File: src/rtl/afpm_sig_divider.sv
// afpm_sig_divider: sequential radix-2 restoring divider for 24-bit IEEE-754
// significands (hidden bit included). One quotient bit per cycle, valid/ready
// on both sides, optional divisor LSB truncation via TRUNC_BITS.
// Optional feature macro: AFPM_DIV_EARLY_TERM_EN. When it is defined, the
// divider stops as soon as the partial remainder reaches zero. Quotient and
// sticky are the same either way; only the latency changes.
module afpm_sig_divider #(
  parameter int Q_BITS     = 26,
  parameter int TRUNC_BITS = 0
) (
  input  logic              clk,
  input  logic              reset,
  input  logic              in_valid,
  output logic              in_ready,
  input  logic [31:0]       fp_sig_dividend,
  input  logic [31:0]       fp_sig_divisor,
  output logic              out_valid,
  input  logic              out_ready,
  output logic [Q_BITS-1:0] fp_sig_quotient,
  output logic              sticky,
  output logic              div_by_zero
);

  localparam int CW = (Q_BITS > 1) ? $clog2(Q_BITS) : 1;

  typedef enum logic [1:0] {S_IDLE, S_CALC, S_DONE} state_t;

  state_t            state_q, state_d;
  logic [24:0]       rem_q, rem_d;
  logic [23:0]       div_q, div_d;
  logic [Q_BITS-1:0] quo_q, quo_d;
  logic [CW-1:0]     cnt_q, cnt_d;
  logic              sticky_q, sticky_d;
  logic              dbz_q, dbz_d;

  // Truncate the divisor LSBs, folding the highest dropped bit into the
  // lowest kept bit so the truncated divisor never collapses too far.
  function automatic logic [23:0] eff_divisor(input logic [23:0] d);
    logic [23:0] r;
    logic        lsb;
    r   = d;
    lsb = 1'b0;
    for (int i = 0; i < 24; i++)
      if (i == TRUNC_BITS - 1) lsb = d[i];
    for (int i = 0; i < 24; i++) begin
      if (i < TRUNC_BITS) r[i] = 1'b0;
      else if (i == TRUNC_BITS) r[i] = d[i] | lsb;
    end
    return r;
  endfunction

  logic [23:0] div_eff;
  logic        rem_ge;
  logic [24:0] rem_sub;
  logic [24:0] rem_nxt;
  logic        unused_hi;

  assign div_eff = eff_divisor(fp_sig_divisor[23:0]);
  assign rem_ge  = (rem_q >= {1'b0, div_q});
  assign rem_sub = rem_q - {1'b0, div_q};
  // After a subtraction rem < div < 2^24, so the shifted value fits 25 bits.
  assign rem_nxt = rem_ge ? {rem_sub[23:0], 1'b0} : {rem_q[23:0], 1'b0};

  assign unused_hi = ^{fp_sig_dividend[31:24], fp_sig_divisor[31:24], rem_sub[24]};

  // State and datapath registers; async active-low reset clears everything.
  always_ff @(posedge clk or negedge reset) begin
    if (!reset) begin
      state_q  <= S_IDLE;
      rem_q    <= '0;
      div_q    <= '0;
      quo_q    <= '0;
      cnt_q    <= '0;
      sticky_q <= 1'b0;
      dbz_q    <= 1'b0;
    end else begin
      state_q  <= state_d;
      rem_q    <= rem_d;
      div_q    <= div_d;
      quo_q    <= quo_d;
      cnt_q    <= cnt_d;
      sticky_q <= sticky_d;
      dbz_q    <= dbz_d;
    end
  end

  // Next-state logic: accept operands, iterate one quotient bit per cycle, hold result.
  always_comb begin
    state_d  = state_q;
    rem_d    = rem_q;
    div_d    = div_q;
    quo_d    = quo_q;
    cnt_d    = cnt_q;
    sticky_d = sticky_q;
    dbz_d    = dbz_q;
    unique case (state_q)
      S_IDLE: begin
        if (in_valid) begin
          rem_d    = {1'b0, fp_sig_dividend[23:0]};
          div_d    = div_eff;
          quo_d    = '0;
          cnt_d    = CW'(Q_BITS - 1);
          sticky_d = 1'b0;
          dbz_d    = (div_eff == 24'd0);
          state_d  = S_CALC;
        end
      end
      S_CALC: begin
        if (dbz_q) begin
          // Zero divisor: saturated quotient, flagged inexact, one cycle later.
          quo_d    = '1;
          sticky_d = 1'b1;
          state_d  = S_DONE;
        end else begin
          quo_d[cnt_q] = rem_ge;
          rem_d        = rem_nxt;
          if (cnt_q == '0) begin
            sticky_d = (rem_nxt != 25'd0);
            state_d  = S_DONE;
          end else begin
            cnt_d = cnt_q - 1'b1;
          end
`ifdef AFPM_DIV_EARLY_TERM_EN
          // Zero remainder: all remaining quotient bits are 0 and the result is exact.
          if (rem_nxt == 25'd0) begin
            sticky_d = 1'b0;
            state_d  = S_DONE;
          end
`endif
        end
      end
      S_DONE: begin
        if (out_ready) state_d = S_IDLE;
      end
      default: state_d = S_IDLE;
    endcase
  end

  assign in_ready        = (state_q == S_IDLE);
  assign out_valid       = (state_q == S_DONE);
  assign fp_sig_quotient = quo_q;
  assign sticky          = sticky_q;
  assign div_by_zero     = dbz_q;

endmodule

File: config.mk
export PLATFORM = sky130hd
export DESIGN_NAME = afpm_sig_divider
export DESIGN_NICKNAME = d
export VERILOG_FILES = /design/src/rtl/afpm_sig_divider.sv
export SDC_FILE = /design/constraint.sdc
export NUM_CORES = 1
export LEC_CHECK = 0
export CORE_MARGIN = 2
export CORE_UTILIZATION = 49
export CTS_CLUSTER_DIAMETER = 150
export DETAILED_ROUTE_END_ITERATION = 10
export PLACE_DENSITY = 0.78
export SLEW_MARGIN = 20
export SYNTH_ARGS = -nofsm -noshare
export SYNTH_HDL_FRONTEND = slang
export SYNTH_SLANG_ARGS = --single-unit
File: constraint.sdc
create_clock -name clk -period 3 [get_ports clk]
set_input_delay 0.6 -clock clk [delete_from_list [all_inputs] [get_ports clk]]
set_output_delay 0.6 -clock clk [all_outputs]
set_load 0.05 [all_outputs]
==> flow_summary.json <==
{
  "yosysSeqAreaShare_pct": 36.5,
  "cp_data_arrival_time_ns": 3.52,
  "fin_worst_hold_slack_ns": 0.287,
  "cts.sinks": 84,
  "ant_nets": 0,
  "ys_top_cells_by_count": "85 x o21ai_0, 84 x dfrtp_1, 75 x nand2_1",
  "final_net_count": 989,
  "yosysUniqueCellTypes": 58,
  "cp-end-kind": "flop",
  "numPortBuffers": 81,
  "worst-path-buf-inv": 0,
  "synth_edf_count": 0,
  "grt.overflow.total": 0,
  "die_area_um2": 12600,
  "critPathTopFamily": "simple AND/OR/NAND/NOR gates",
  "root_buffer": "clkbuf_16",
  "synth_ff_type": "dfrtp_1",
  "die_w_um": 112,
  "yosys_warnings": 0,
  "grt_max_degree": 85,
  "critPathLaunchType": "flop",
  "synth_top_cell_area_share_pct": 36.5,
  "io_pins": 98,
  "syn_area_um2": 5750,
  "slew_headroom_pct": 39.6,
  "tns_ns": -0.320,
  "syn_avg_cell_area_um2": 8.16,
  "max_freq_mhz": 303,
  "violations": "negative setup slack",
  "synthArstFlopShare_pct": 100,
  "yosysMostFrequentCell": "o21ai_0",
  "worst_slew_pin_slew_ns": 0.904,
  "cp.required_ns": 3.23,
  "drc": 0,
  "synth_nets": 803,
  "htree_num_levels": 3,
  "clk_latency_ns": 0.36,
  "initial_utilization_pct": 50.4,
  "drtIter0Drc": 564,
  "cts_tree": "built",
  "grt_first_pass_wirelength_mm": 29.4,
  "numCtsBuffers": 9,
  "cts_buffer_depth": 2,
  "clock_skew_ns": 0.0114,
  "fin_crit_sh_pct": 110,
  "diodes": 0,
  "slowest_stage": "or4b_4",
  "rsz0062_at_grt": "true",
  "antenna_found_initial": 0,
  "yosysTopAreaCell": "dfrtp_1",
  "synth_area_leaders": "dfrtp_1 37%, o21ai_0 7.4%, ha_1 6.3%",
  "finalWorstSetupSlack_ns": -0.298,
  "row_count": 39,
  "finalWirelength_mm": 18.9,
  "syn_to_final_growth_pct": 46.2,
  "core_area_um2": 11400,
  "hold_path_class": "input pin to async pin",
  "drive_gt1_share_pct": 25.6,
  "gp_congestion": 0.989,
  "stdcell_count": 1039,
  "hold_viol": 0,
  "slowest_delay_ns": 0.57,
  "cts-hold-fix-buffers": 0,
  "grt_usage_pct": 29.1,
  "max-cap-violations": 0,
  "wl_per_cell_um": 18.2,
  "report.final.slew_viol_count": 0,
  "status": "finished, violations left",
  "cp_max_fo": 3,
  "fill_cells": 876,
  "vias": 6188,
  "worstPathCellList": "ha_1 -> a21oi_2 -> o21a_1 -> o21ba_2 -> o31ai_4 -> xor2_2 -> or4_4 -> or4b_4 -> a221oi_4 -> a31oi_1",
  "dp_cells": 1010,
  "drtPass1Iterations": 5,
  "dpl.hpwl_mm": 13.2,
  "vias_per_cell": 5.96,
  "crit_type": "flop to flop",
  "grt_pass1_vias": 6033,
  "setup_viol": 2,
  "die_height_um": 112,
  "clk_pin_slew_ns": 0.07,
  "finalWorstPathRequiredPeriod_ns": 3.30,
  "syn_inst": 705,
  "synth-seq-cells": 84
}
[state kept, by name, summed over array words and instances, names as in the netlist]
signal / cells
div_q: 24
sticky: 1
div_by_zero: 1
cnt_q: 5
state_q: 2
fp_sig_quotient: 26
rem_q: 25
[cells in the final DEF, fill, tap and decap left out, types with 19 or more instances in the layout]
cell             Yosys  layout
ha_1                29      19
inv_1               37      32
a31oi_1             31      29
buf_4                2     137
a21oi_1             66      57
nand2_1             75      74
clkdlybuf4s50_1      0      80
dfrtp_1             84      84
o21ai_1             24      22
o21ai_0             85      83
mux2i_1             24      22
nor2_1              50      47
[cell families (layout without fill, tap and decap cells)]
group / count (synthesis) / after routing / synth area share [%]
compound gates: 265 / 265 / 27.0
xor+xnor: 25 / 25 / 3.81
fa+ha+maj: 30 / 30 / 6.66
buf+inv: 88 / 279 / 6.13
flops: 84 / 84 / 36.5
mux: 24 / 24 / 4.18
simple gates: 189 / 189 / 15.7
[what timing repair did]
action | CTS | global route
gates cloned | 0 | 1
buffers inserted | 4 | 9
setup endpoints to repair | 25 | 18
pin swaps | 3 | 20
gates resized for setup | 24 | 50
[area by class of cell]
type / count / area [µm²] / area share [%]
clock buffer: 11 / 243 / 2.89
clock inverter: 5 / 85.1 / 1.01
inverter: 37 / 139 / 1.65
multi-input combinational: 533 / 3700 / 44.1
sequential: 84 / 2100 / 25.0
tap: 143 / 179 / 2.13
timing repair buffer: 226 / 1960 / 23.3
[metrics by stage]
step	utilization [%]	cell area (µm²)	worst slack, ns
after global routing	73.6	8410	-0.395
final	73.6	8410	-0.298
after global placement	66.4	7580	-0.225
after CTS	70.6	8060	-0.225
after floorplan	-	5800	-0.0316
after detailed placement	66.4	7580	-0.298
[worst paths after layout]
kind | endpoint | cells past startpoint | slack, ns | from
min | fp_sig_quotient[3]$_DFFE_PN0P_ | 1 | 0.29 | reset
min reg2reg | fp_sig_quotient[23]$_DFFE_PN0P_ | 2 | 0.51 | fp_sig_quotient[23]$_DFFE_PN0P_
max in group asynchronous | rem_q[16]$_DFFE_PN0P_ | 1 | 2.16 | reset
min in group clk | fp_sig_quotient[23]$_DFFE_PN0P_ | 2 | 0.51 | fp_sig_quotient[23]$_DFFE_PN0P_
max reg2reg | sticky$_DFFE_PN0P_ | 10 | -0.30 | rem_q[8]$_DFFE_PN0P_
max | sticky$_DFFE_PN0P_ | 10 | -0.30 | rem_q[8]$_DFFE_PN0P_
[layer usage]
layer	global-route usage [%]	part of all wire, %	vias to the layer above
met4	13.2	3.6	0
met3	5.40	6.3	56
li1	-	-	2911
met5	0	0	-
met2	48.6	49	266
met1	36.8	42	2955
Power is left out: the tool's default activity adds up to more than one toggle a clock period on the data nets, which glitch-free logic cannot reach.
